==> src/rtl/apb_master_tmr.sv <==
// apb_master_tmr
//   APB master that turns single-beat commands into SETUP/ACCESS transfers
//   toward a timer peripheral. A wait-state timeout aborts stuck accesses.
//
// Parameters
//   DATA_WIDTH  APB data width
//   ADDR_WIDTH  APB address width
//   TIMEOUT     maximum number of ACCESS cycles without pready (>= 1)
//
// Ports
//   pclk, preset                     clock (rising edge), async active-high reset
//   cmd_valid/cmd_ready              command handshake, ready only in IDLE
//   cmd_write, cmd_addr, cmd_wdata   command contents
//   rsp_valid                        one-cycle completion pulse
//   rsp_rdata, rsp_err, rsp_timeout  completion result, held until next completion
//   psel, penable, pwrite, paddr, pwdata   APB request
//   prdata, pready, pslverr          APB response
module apb_master_tmr #(
    parameter int unsigned DATA_WIDTH = 8,
    parameter int unsigned ADDR_WIDTH = 3,
    parameter int unsigned TIMEOUT    = 16
) (
    input  logic                  pclk,
    input  logic                  preset,
    input  logic                  cmd_valid,
    output logic                  cmd_ready,
    input  logic                  cmd_write,
    input  logic [ADDR_WIDTH-1:0] cmd_addr,
    input  logic [DATA_WIDTH-1:0] cmd_wdata,
    output logic                  rsp_valid,
    output logic [DATA_WIDTH-1:0] rsp_rdata,
    output logic                  rsp_err,
    output logic                  rsp_timeout,
    output logic                  psel,
    output logic                  penable,
    output logic                  pwrite,
    output logic [ADDR_WIDTH-1:0] paddr,
    output logic [DATA_WIDTH-1:0] pwdata,
    input  logic [DATA_WIDTH-1:0] prdata,
    input  logic                  pready,
    input  logic                  pslverr
);

    localparam int unsigned CNT_W = $clog2(TIMEOUT + 1);
    localparam logic [CNT_W-1:0] CNT_LIMIT = CNT_W'(TIMEOUT);

    typedef enum logic [1:0] {
        StIdle,
        StSetup,
        StAccess
    } state_e;

    state_e           state_q;
    logic [CNT_W-1:0] wait_cnt_q;
    logic [CNT_W-1:0] wait_cnt_inc;

    assign wait_cnt_inc = wait_cnt_q + CNT_W'(1);

    always_ff @(posedge pclk or posedge preset) begin
        if (preset) begin
            state_q     <= StIdle;
            wait_cnt_q  <= '0;
            cmd_ready   <= 1'b0;
            rsp_valid   <= 1'b0;
            rsp_rdata   <= '0;
            rsp_err     <= 1'b0;
            rsp_timeout <= 1'b0;
            psel        <= 1'b0;
            penable     <= 1'b0;
            pwrite      <= 1'b0;
            paddr       <= '0;
            pwdata      <= '0;
        end else begin
            rsp_valid <= 1'b0;
            unique case (state_q)
                StIdle: begin
                    // cmd_ready rises on the first edge after reset release.
                    cmd_ready <= 1'b1;
                    if (cmd_valid && cmd_ready) begin
                        state_q    <= StSetup;
                        cmd_ready  <= 1'b0;
                        psel       <= 1'b1;
                        penable    <= 1'b0;
                        pwrite     <= cmd_write;
                        paddr      <= cmd_addr;
                        pwdata     <= cmd_wdata;
                        wait_cnt_q <= '0;
                    end
                end
                StSetup: begin
                    state_q <= StAccess;
                    penable <= 1'b1;
                end
                StAccess: begin
                    // pready wins over a timeout landing on the same edge.
                    if (pready) begin
                        state_q     <= StIdle;
                        cmd_ready   <= 1'b1;
                        psel        <= 1'b0;
                        penable     <= 1'b0;
                        rsp_valid   <= 1'b1;
                        rsp_rdata   <= pwrite ? '0 : prdata;
                        rsp_err     <= pslverr;
                        rsp_timeout <= 1'b0;
                    end else begin
                        wait_cnt_q <= wait_cnt_inc;
                        if (wait_cnt_inc == CNT_LIMIT) begin
                            state_q     <= StIdle;
                            cmd_ready   <= 1'b1;
                            psel        <= 1'b0;
                            penable     <= 1'b0;
                            rsp_valid   <= 1'b1;
                            rsp_rdata   <= '0;
                            rsp_err     <= 1'b1;
                            rsp_timeout <= 1'b1;
                        end
                    end
                end
                default: begin
                    state_q   <= StIdle;
                    cmd_ready <= 1'b0;
                    psel      <= 1'b0;
                    penable   <= 1'b0;
                end
            endcase
        end
    end

endmodule

==> config.mk <==
export PLATFORM = sky130hd
export DESIGN_NAME = apb_master_tmr
export DESIGN_NICKNAME = d
export VERILOG_FILES = /design/src/rtl/apb_master_tmr.sv
export SDC_FILE = /design/constraint.sdc
export NUM_CORES = 1
export LEC_CHECK = 0
export ABC_AREA = 1
export CAP_MARGIN = 20
export CORE_MARGIN = 4
export CORE_UTILIZATION = 44
export CTS_CLUSTER_SIZE = 8
export DETAILED_ROUTE_END_ITERATION = 8
export GPL_TIMING_DRIVEN = 0
export PLACE_DENSITY = 0.77
export RECOVER_POWER = 100
export SLEW_MARGIN = 20
export SYNTH_ARGS = -nofsm -noshare
export SYNTH_HDL_FRONTEND = slang
export SYNTH_SLANG_ARGS = --single-unit
==> constraint.sdc <==
create_clock -name pclk -period 2 [get_ports pclk]
set_input_delay 0.4 -clock pclk [delete_from_list [all_inputs] [get_ports pclk]]
set_output_delay 0.4 -clock pclk [all_outputs]
set_load 0.05 [all_outputs]
# ---- Word level (Yosys, flattened, before mapping)
# Cells that the tools add are included.
dict set report word_totals {
  reg_bits 33
  inputBits 25
  word_cells 55
}
dict set report op_classes {
  addsub 1
  n_eq_ne 6
  n_mux 25
  n_bitwise 1
  reduce_logical 10
}
# cell n
set op_table {}
lappend op_table {{$mux 8} 3}
lappend op_table {{$mux 1} 12}
lappend op_table {{$mux 5} 2}
lappend op_table {{$pmux 5 s2} 1}
lappend op_table {{$pmux 1 s3} 3}
lappend op_table {{$reduce_and 2->1} 4}
lappend op_table {{$mux 2} 3}
lappend op_table {{$pmux 2 s3} 1}
lappend op_table {{$reduce_and 3->1} 2}
lappend op_table {{$add 5x1->5 const B} 1}
lappend op_table {{$eq 5x5->1 const B} 1}
lappend op_table {{$ne 2x2->1 const B} 2}
lappend op_table {{$reduce_bool 2->1} 2}
lappend op_table {{$ne 3x3->1 const B} 1}
lappend op_table {{$eq 2x1->1 const B} 1}
lappend op_table {{$eq 2x2->1 const B} 1}
lappend op_table {{$logic_not 2->1} 1}
lappend op_table {{$logic_and 1x1->1} 1}
lappend op_table {{$not 1->1} 1}

# ---- Longest topological paths before layout
dict set report depth {
  ltp_word 5
  ltp_mapped 10
  depth_no_buf 9
}

# ---- Worst setup path before layout
# Ideal clock, no wire load.
dict set report synth_timing {
  path_type {register to register}
  startpoint {register state_q[1]}
  endpoint {register rsp_err}
  arrival_time_ns 1.432
  required_time_ns 1.935
  slack_ns 0.502
  stages_incl_launch_ff 6
  period_less_slack_ns 1.498
  cell_sequence {dfrtp_1 > inv_1 > nor2_4 > clkbuf_1 > nand3_1 > nand2_2}
}
dict set report synth_between {
  elab_chain_len 2
}
# element line_no
set synth_lines {}
lappend synth_lines {{start: declaration} 53} ;# state_e state_q;
lappend synth_lines {{start signal: assignment} 61} ;# state_q <= StIdle;
lappend synth_lines {{start signal: assignment} 80} ;# state_q <= StSetup;
lappend synth_lines {{start signal: assignment} 91} ;# state_q <= StAccess;
lappend synth_lines {{$eq 2x2->1} 75} ;# unique case (state_q)
lappend synth_lines {{$reduce_and 2->1 (no line)} -}
lappend synth_lines {{end signal: assignment} 103} ;# rsp_err <= pslverr;
lappend synth_lines {{end: declaration} 32} ;# output logic rsp_err,
# No other way between the ends.
# A chain may end at the register's enable or synchronous reset.

# ---- Worst setup path after layout
dict set report layout_timing {
  startpoint {register pwrite}
  endpoint {output port pwrite}
}
# element line_no
set layout_rtl {}
lappend layout_rtl {{start: declaration} 36} ;# output logic pwrite,
lappend layout_rtl {{start signal: assignment} 84} ;# pwrite <= cmd_write;
# No word-level cell between the ends.

==> results.py <==
metrics = {
    "die": {
        "rows": 20,
        "start_util_pct": 47.0,
        "dieArea_um2": 4330,
        "fp.dieH_um": 65.8,
        "io_pins": 51,
        "fp.dieW_um": 65.8,
        "fp.coreArea_um2": 3130,
    },
    "critical_path": {
        "path_buf_inv": 1,
        "max_stage_delay_ps": 820,
        "critical_path_peak_fanout": 3,
        "cp_slowest_cell": "clkdlybuf4s50_1",
        "critPathTopFamily": "buffers and inverters",
        "worstSetupPathType": "reg -> out",
        "arrival_ps": 1510,
        "worst_setup_path_start_kind": "flip-flop",
        "crit_chain": "clkdlybuf4s50_1",
        "cp.required_ps": 1600,
        "crit_path_start": "pwrite$_DFFE_PP0P_",
        "r2r_start": "wait_cnt_q[0]$_DFFE_PP0P_",
        "endpoint_kind": "output port",
    },
    "hold_path": {
        "hp-start": "pwdata[4]$_DFFE_PP0P_",
        "hp-class": "reg -> reg",
    },
    "sta": {
        "max_freq_mhz": 522,
        "setup-tns-final_ps": 0,
        "fin_crit_ps": 1910,
        "finClkSkew_ps": 10.2,
        "worst_slew_pin_slew_ps": 1160,
        "drv_slew": 0,
        "holdWs_ps": 486,
        "setup_viol": 0,
        "max_slew_margin_pct": 22.3,
        "hold_violations": 0,
        "rsz0062_at_grt": "no",
        "post-route-period-util_pct": 95.7,
    },
    "pwr": {
        "power_w": 0.00329,
        "p_leak_nw": 1.05,
        "irDropWorstVdd_v": 0.000854,
        "power_density_nw_per_um2": 1610,
    },
    "detailed_routing": {
        "drc_errors": 0,
        "vias_per_cell": 4.61,
        "wl_mm": 3.19,
        "first_iter_violations": 33,
        "first_pass_iters": 4,
        "drtAntennaViolNets": 0,
        "wl_per_cell_um": 11.7,
        "via_count": 1254,
    },
    "synthesis": {
        "synth.distinct_cells": 24,
        "ys_seq_area_share_pct": 54.4,
        "async_flop_share_pct": 100,
        "synth_area_per_cell_um2": 8.60,
        "synth_nets": 197,
        "synth_seq_cells": 32,
        "synth-edff-count": 0,
        "yosys_warnings": 0,
        "syn-cell-area_um2": 1470,
        "synth_top_flop_cell": "dfrtp_1",
        "postSynthCellCount": 171,
    },
    "place": {
        "io_buffers": 50,
        "gp_congestion": 0.739,
        "dp_hpwl_mm": 2.41,
    },
    "global_routing": {
        "grt_pass1_wl_mm": 5.44,
        "use_met3_pct": 6.12,
        "use_met1_pct": 17.6,
        "overflow": 0,
        "antenna_found_initial": 0,
        "grt_pass1_vias": 1279,
        "grt_use_met2_pct": 28.9,
        "gr-usage-all-layers_pct": 16.5,
        "grt_max_degree": 33,
        "grt_busiest_layer": "met2",
    },
    "clocking": {
        "clock-root-buffer": "clkbuf_4",
        "htreeDepth": 2,
        "clk_pin_slew_ps": 90,
        "clk_path_buf_depth": 2,
        "clock_sinks": 32,
        "cts_tree": "done",
        "cts_buffers": 5,
        "clock_latency_ps": 320,
    },
    "layout": {
        "nets": 254,
        "diodes": 0,
        "mostFrequentLayoutCell": "nand2_1",
        "post-route-util_pct": 65.6,
        "drive_gt1_share_pct": 12.7,
        "area_growth_pct": 39.4,
        "final_cell_mix": "59 x nand2_1, 47 x clkdlybuf4s50_1, 32 x dfrtp_1",
    },
    "status": {
        "status": "finished, final reports clean",
    },
    "run": {
        "maxCapViolations": 0,
    },
}
-- logic make-up after synthesis --
kind of cell | Yosys count | share of synthesized area [%]
AND/OR/NAND/NOR | 108 | 34.6
AO/OA/AOI/OAI | 7 | 2.64
adder cells (fa/ha/maj) | 1 | 0.850
buffers and inverters | 23 | 7.48
flip-flops | 32 | 54.4
-- per-stage QoR --
stage	instances	setup slack [ps]	instance area, um^2
2_1_floorplan	171	502	1470
3_3_place_gp	265	140	2030
3_5_place_dp	265	261	2030
4_1_cts	272	26.2	2090
5_1_grt	272	1.91	2050
6_report	272	85.0	2050
-- final timing paths --
path                                       endpoint  slack, ps  cells after the start
max                                          pwrite         90                      1
min                           pwdata[4]$_DFFE_PP0P_        490                      2
max reg2reg                rsp_rdata[1]$_DFFE_PP0P_        220                      9
min reg2reg                   pwdata[4]$_DFFE_PP0P_        490                      2
max in group asynchronous    state_q[0]$_DFFE_PP0P_        480                      2
min in group asynchronous    state_q[1]$_DFFE_PP0P_        820                      2
-- final cells by class --
| cell class | instances | area [um^2] |
|---|---|---|
| repair buffers | 50 | 488 |
| flip-flops and latches | 32 | 801 |
| multi-input cells | 116 | 543 |
| clock buffers | 7 | 65.1 |
| well taps | 44 | 55.1 |
| fillers | 297 | 1080 |
| plain buffers | 6 | 35.0 |
| inverters | 17 | 63.8 |
-- timing repair --
action	CTS	global route
hold buffers	0	0
gates resized for setup	0	2
setup buffers	0	0
hold endpoints to repair	0	0
setup endpoints to repair	0	2
-- report_power, final --
group,total [W],leakage [nW],internal [W],switching [W]
Sequential,0.00106,0.412,0.000894,0.000170
Combinational,0.00183,0.604,0.000582,0.00125
Clock,0.000400,0.0374,0.000199,0.000201
-- cell usage after synthesis (2+ instances only) --
cell type / count / area, um^2
inv_1: 15 / 56.3
inv_2: 2 / 7.51
nand3_2: 2 / 20.0
nand2_1: 59 / 221
nand3_1: 15 / 75.1
nand2_2: 16 / 100
o21ai_0: 4 / 20.0
nor2_1: 9 / 33.8
nand2_4: 2 / 22.5
nand4_1: 2 / 12.5
dfrtp_1: 32 / 801
-- sequential cells by signal, indices dropped and copies added (netlist names), 2 cells and up --
register / flops
paddr: 3
pwdata: 8
rsp_rdata: 8
state_q: 2
wait_cnt_q: 5
-- routing by layer --
layer,wire length (um),up-vias
li1,-,637
met1,1300,576
met2,1610,39
met3,264,2
met4,17,0
met5,0,-
(Power assumes the default switching activity.)
